$ cat src/rtl/fetch_unit.sv
// Instruction fetch sequencer for the 4-bit CPU.
// Drives the ROM address, captures the registered ROM word one cycle later,
// splits it into opcode/operand and hands it to execute over valid/ready.
// A HALT opcode stops fetching until reset. Branch redirects from execute
// discard any in-flight or held instruction and restart fetch at the target.
module fetch_unit #(
    parameter int              ADDR_W   = 4,
    parameter int              INSTR_W  = 8,
    parameter int              OPC_W    = 4,
    parameter logic [OPC_W-1:0] HALT_OPC = 4'hF
) (
    input  logic                     clk,
    input  logic                     rst,
    output logic [ADDR_W-1:0]        pc_addr,
    input  logic [INSTR_W-1:0]       instruction_in,
    output logic                     instr_valid,
    input  logic                     instr_ready,
    output logic [OPC_W-1:0]         opcode,
    output logic [INSTR_W-OPC_W-1:0] operand,
    input  logic                     branch_en,
    input  logic [ADDR_W-1:0]        branch_target,
    output logic                     halted
);

    localparam int OPR_W = INSTR_W - OPC_W;

    typedef enum logic [1:0] {
        S_FETCH = 2'd0,
        S_DATA  = 2'd1,
        S_HOLD  = 2'd2,
        S_HALT  = 2'd3
    } state_t;

    state_t             r_state;
    logic [ADDR_W-1:0]  r_pc;
    logic               r_valid;
    logic [OPC_W-1:0]   r_opcode;
    logic [OPR_W-1:0]   r_operand;
    logic               r_halted;

    state_t             w_state_nxt;
    logic [ADDR_W-1:0]  w_pc_nxt;
    logic               w_valid_nxt;
    logic [OPC_W-1:0]   w_opcode_nxt;
    logic [OPR_W-1:0]   w_operand_nxt;
    logic               w_halted_nxt;
    logic               w_handshake;

    assign w_handshake = r_valid && instr_ready;

    // Next-state and next-output logic; a branch overrides the normal move.
    always_comb begin
        w_state_nxt   = r_state;
        w_pc_nxt      = r_pc;
        w_valid_nxt   = r_valid;
        w_opcode_nxt  = r_opcode;
        w_operand_nxt = r_operand;
        w_halted_nxt  = r_halted;

        case (r_state)
            // ROM samples pc_addr at this edge; its word is ready next cycle.
            S_FETCH: begin
                w_state_nxt = S_DATA;
            end
            // ROM word for r_pc is on instruction_in: latch it and advance pc.
            S_DATA: begin
                w_opcode_nxt  = instruction_in[INSTR_W-1 -: OPC_W];
                w_operand_nxt = instruction_in[OPR_W-1:0];
                w_pc_nxt      = r_pc + ADDR_W'(1);
                w_valid_nxt   = 1'b1;
                w_state_nxt   = S_HOLD;
            end
            // Present the instruction until execute takes it.
            S_HOLD: begin
                if (w_handshake) begin
                    w_valid_nxt = 1'b0;
                    if (r_opcode == HALT_OPC) begin
                        w_state_nxt  = S_HALT;
                        w_halted_nxt = 1'b1;
                    end else begin
                        w_state_nxt = S_FETCH;
                    end
                end
            end
            // Terminal until reset: pc frozen, nothing presented.
            S_HALT: begin
                w_valid_nxt  = 1'b0;
                w_halted_nxt = 1'b1;
            end
            default: begin
                w_state_nxt = S_FETCH;
            end
        endcase

        // Redirect wins over everything except HALT. Any word being captured
        // or held is dropped, so opcode/operand keep their old contents and a
        // same-cycle HALT handshake does not set halted.
        if (branch_en && (r_state != S_HALT)) begin
            w_state_nxt   = S_FETCH;
            w_pc_nxt      = branch_target;
            w_valid_nxt   = 1'b0;
            w_opcode_nxt  = r_opcode;
            w_operand_nxt = r_operand;
            w_halted_nxt  = r_halted;
        end
    end

    // State and output registers with synchronous reset.
    always_ff @(posedge clk) begin
        if (rst) begin
            r_state   <= S_FETCH;
            r_pc      <= '0;
            r_valid   <= 1'b0;
            r_opcode  <= '0;
            r_operand <= '0;
            r_halted  <= 1'b0;
        end else begin
            r_state   <= w_state_nxt;
            r_pc      <= w_pc_nxt;
            r_valid   <= w_valid_nxt;
            r_opcode  <= w_opcode_nxt;
            r_operand <= w_operand_nxt;
            r_halted  <= w_halted_nxt;
        end
    end

    assign pc_addr     = r_pc;
    assign instr_valid = r_valid;
    assign opcode      = r_opcode;
    assign operand     = r_operand;
    assign halted      = r_halted;

endmodule

$ cat config.mk
export PLATFORM = sky130hd
export DESIGN_NAME = fetch_unit
export DESIGN_NICKNAME = d
export VERILOG_FILES = /design/src/rtl/fetch_unit.sv
export SDC_FILE = /design/constraint.sdc
export NUM_CORES = 1
export LEC_CHECK = 0
export CAP_MARGIN = 0
export CORE_ASPECT_RATIO = 0.75
export CORE_MARGIN = 3
export CORE_UTILIZATION = 43
export CTS_CLUSTER_SIZE = 30
export DETAILED_ROUTE_END_ITERATION = 10
export PLACE_DENSITY_LB_ADDON = 0.2
export RECOVER_POWER = 25
export SETUP_SLACK_MARGIN = 0.3
export SYNTH_ARGS = -nofsm -noshare
export SYNTH_HDL_FRONTEND = slang
export SYNTH_SLANG_ARGS = --single-unit
$ cat constraint.sdc
create_clock -name clk -period 2 [get_ports clk]
set_clock_uncertainty 0.05 [all_clocks]
set_input_delay 0.4 -clock clk [delete_from_list [all_inputs] [get_ports clk]]
set_output_delay 0.4 -clock clk [all_outputs]
set_load 0.05 [all_outputs]
==> impl_metrics.csv <==
group,metric,value,unit
worst_setup_path,worstPathArrival,1.86,ns
layout,final_common_cell,"dfxtp_1",
worst_setup_path,startpoint_type,"flip-flop",
synth,syn_nets,117,
synth,async_reset_ff_share,0,%
grt,groute.usage.overall,18.4,%
power_and_ir_drop,power_density,594,nW/µm²
power_and_ir_drop,seq_power_share,51.6,%
grt,antenna_found_initial,0,
layout,n_antenna_cell,0,
placement,gp_congestion,0.823,
clock_tree,cts_buffers,3,
layout,most-common-layout-cells,"dfxtp_1 (16), clkdlybuf4s50_1 (15), nand3_1 (9), a21oi_1 (9)",
power_and_ir_drop,combPwrFrac,22.5,%
power_and_ir_drop,swShare,31.0,%
sta,setup_violations,0,
min_path,hold_path_class,"reg -> reg",
synth,synth_edf_count,0,
worst_setup_path,cp.required,2.13,ns
synth,synthDistinctLibCells,29,
clock_tree,hold_buffers,0,
layout,fin_cells,145,
route,routed-wl-met3,192,µm
sta,rsz0062_at_grt,"false",
route,drt_iter0_drc,25,
route,drc,0,
clock_tree,cts_tree,"yes",
floorplanning,die_width,56.4,µm
sta,finalSetupTns,0,ns
grt,grt_max_degree,19,
route,drtPass1Iterations,4,
synth,avgSynthCellArea,8.71,µm²
clock_tree,post_cts_buffers,0,
clock_tree,cts_sinks,16,
worst_setup_path,endpoint_kind,"flip-flop",
floorplanning,core_area,1640,µm²
floorplanning,start_util,50.0,%
synth,synth_flop_cell,"dfxtp_1",
grt,grt_pass1_vias,765,
worst_setup_path,worstReg2RegStart,"r_state[0]$_SDFFE_PP0P_",
sta,fmax,0.578,GHz
clock_tree,cts_max_level,1,
status,status,"finished clean",
layout,fin_nets,149,
sta,drv_slew,0,
placement,dpl-instance-area,1130,µm²
floorplanning,row_count,12,
job,maxCapViolCount,0,
route,via_per_inst,5.66,
sta,period_share,86.5,%
synth,synthCells,94,
worst_setup_path,path_max_fanout,5,
floorplanning,ios,30,
synth,synth_area,818,µm²
sta,hold_viol_final,0,
layout,fin_util,68.9,%
placement,dpl.cell_count,142,
synth,ys_ff_latch,16,
synth,yosys_warnings,0,
layout,final_cell_area,1130,µm²
placement,port_buffers,29,
route,wl_met2,993,µm
placement,hpwlAfterDp,1530,µm
worst_setup_path,worstSetupStartpoint,"r_state[0]$_SDFFE_PP0P_",
clock_tree,root_buffer,"clkbuf_4",
grt,grt_overflow_total,0,
layout,areaGrowthSynthToFinish,37.8,%
sta,min_period,1.73,ns
floorplanning,fp.dieH,43.8,µm
min_path,min_from,"operand[2]$_SDFFE_PP0P_",
worst_setup_path,path_class,"reg -> reg",
power_and_ir_drop,ir_drop,0.601,mV
route,wl_met1,970,µm
power_and_ir_drop,leakage,0.459,nW
route,wl_per_cell,14.9,µm
route,drtAntennaViolNets,0,
power_and_ir_drop,p_switching,0.000208,W
route,routed.top_layer,"met4",
power_and_ir_drop,p_int,0.000462,W
clock_tree,clk_latency,0.29,ns
sta,max_slew.worst_pin.slew,0.595,ns
floorplanning,fp.dieArea,2470,µm²
power_and_ir_drop,clkPwrFrac,25.9,%
clock_tree,clk_pin_slew,0.09,ns
synth,seq_area_frac_synth,39.1,%
grt,grt_pass1_wl,3510,µm
sta,relSlewSlack,60.5,%
layout,num-fill-cells,144,
route,wirelength,2170,µm
route,num_vias,820,
layout,drive_above_1_share,8.06,%
clock_tree,clock_path_buffers,2,
==> power groups by stage <==
stage / combinational, W / clock, W / sequential, W
after floorplan: 0.0000473 / 0 / 0.000392
after global placement: 0.000157 / 0 / 0.000351
after detailed placement: 0.000158 / 0 / 0.000352
after CTS: 0.000152 / 0.000173 / 0.000345
after global routing: 0.000161 / 0.000189 / 0.000348
final: 0.000150 / 0.000174 / 0.000346
==> registers in the layout, summed over array words and instances (netlist names) <==
name and flops:
halted 1, instr_valid 1, opcode 4, operand 4
pc_addr 4, r_state 2
==> per-stage QoR <==
step | power [W] | hold WS [ns] | worst slack [ns]
global placement | 0.000508 | 0.402 | 0.252
CTS | 0.000670 | 0.433 | 0.320
floorplan | 0.000440 | 0.423 | 0.433
detailed placement | 0.000510 | 0.419 | 0.222
global route | 0.000698 | 0.456 | 0.168
finish | 0.000670 | 0.439 | 0.271
==> logic make-up after synthesis <==
| family | Yosys count | synth area share [%] |
|---|---|---|
| and+or+nand+nor | 28 | 17.4 |
| buffers and inverters | 11 | 5.66 |
| AOI/OAI and AO/OA | 28 | 22.6 |
| muxes | 1 | 1.22 |
| xor gates and xnor gates | 3 | 3.21 |
| DFF | 16 | 39.1 |
| adders and majority gates | 7 | 10.7 |
==> path summary, 6_finish.rpt <==
kind,to,slack (ns),cells past startpoint
min reg2reg,operand[2]$_SDFFE_PP0P_,0.44,2
max,r_state[0]$_SDFFE_PP0P_,0.27,5
max reg2reg,r_state[0]$_SDFFE_PP0P_,0.27,5
min,operand[2]$_SDFFE_PP0P_,0.44,2
==> critical path, stage by stage, from the launching register on <==
cell and delay (ns):
dfxtp_1 0.42, inv_1 0.11, ha_1 0.27, a21boi_4 0.17
or2_1 0.24, a2111oi_1 0.36
==> synthesized netlist by cell type (2+ instances only) <==
| cell type | number | area, µm² |
|---|---|---|
| buf_2 | 3 | 15.0 |
| a21oi_1 | 9 | 45.0 |
| inv_1 | 5 | 18.8 |
| ha_1 | 7 | 87.6 |
| nand2b_1 | 2 | 12.5 |
| clkbuf_1 | 2 | 7.51 |
| nor2b_1 | 2 | 12.5 |
| a211oi_1 | 4 | 30.0 |
| xor2_1 | 2 | 17.5 |
| nor2_1 | 8 | 30.0 |
| nand3_1 | 9 | 45.0 |
| dfxtp_1 | 16 | 320 |
| o21ai_0 | 8 | 40.0 |
| nand4_1 | 2 | 12.5 |
==> timing repair <==
action                     CTS  global route
setup endpoints to repair   13            11
resized for setup           13             9
pin swaps                    0             0
==> routing by layer <==
| layer | vias up | GRT usage [%] |
|---|---|---|
| li1 | 398 | - |
| met5 | - | 0 |
| met4 | 0 | 2.84 |
| met1 | 381 | 23.8 |
| met3 | 2 | 7.14 |
| met2 | 39 | 29.8 |
==> area by class of cell <==
type | count | area (µm²) | share of cell area, %
multi-input combinational | 67 | 452 | 40.1
clock buffer | 3 | 22.5 | 2.00
tap | 21 | 26.3 | 2.33
sequential | 16 | 320 | 28.4
inverter | 5 | 18.8 | 1.66
timing repair buffer | 33 | 288 | 25.5
Note: power is estimated with default switching activity, not from simulation.
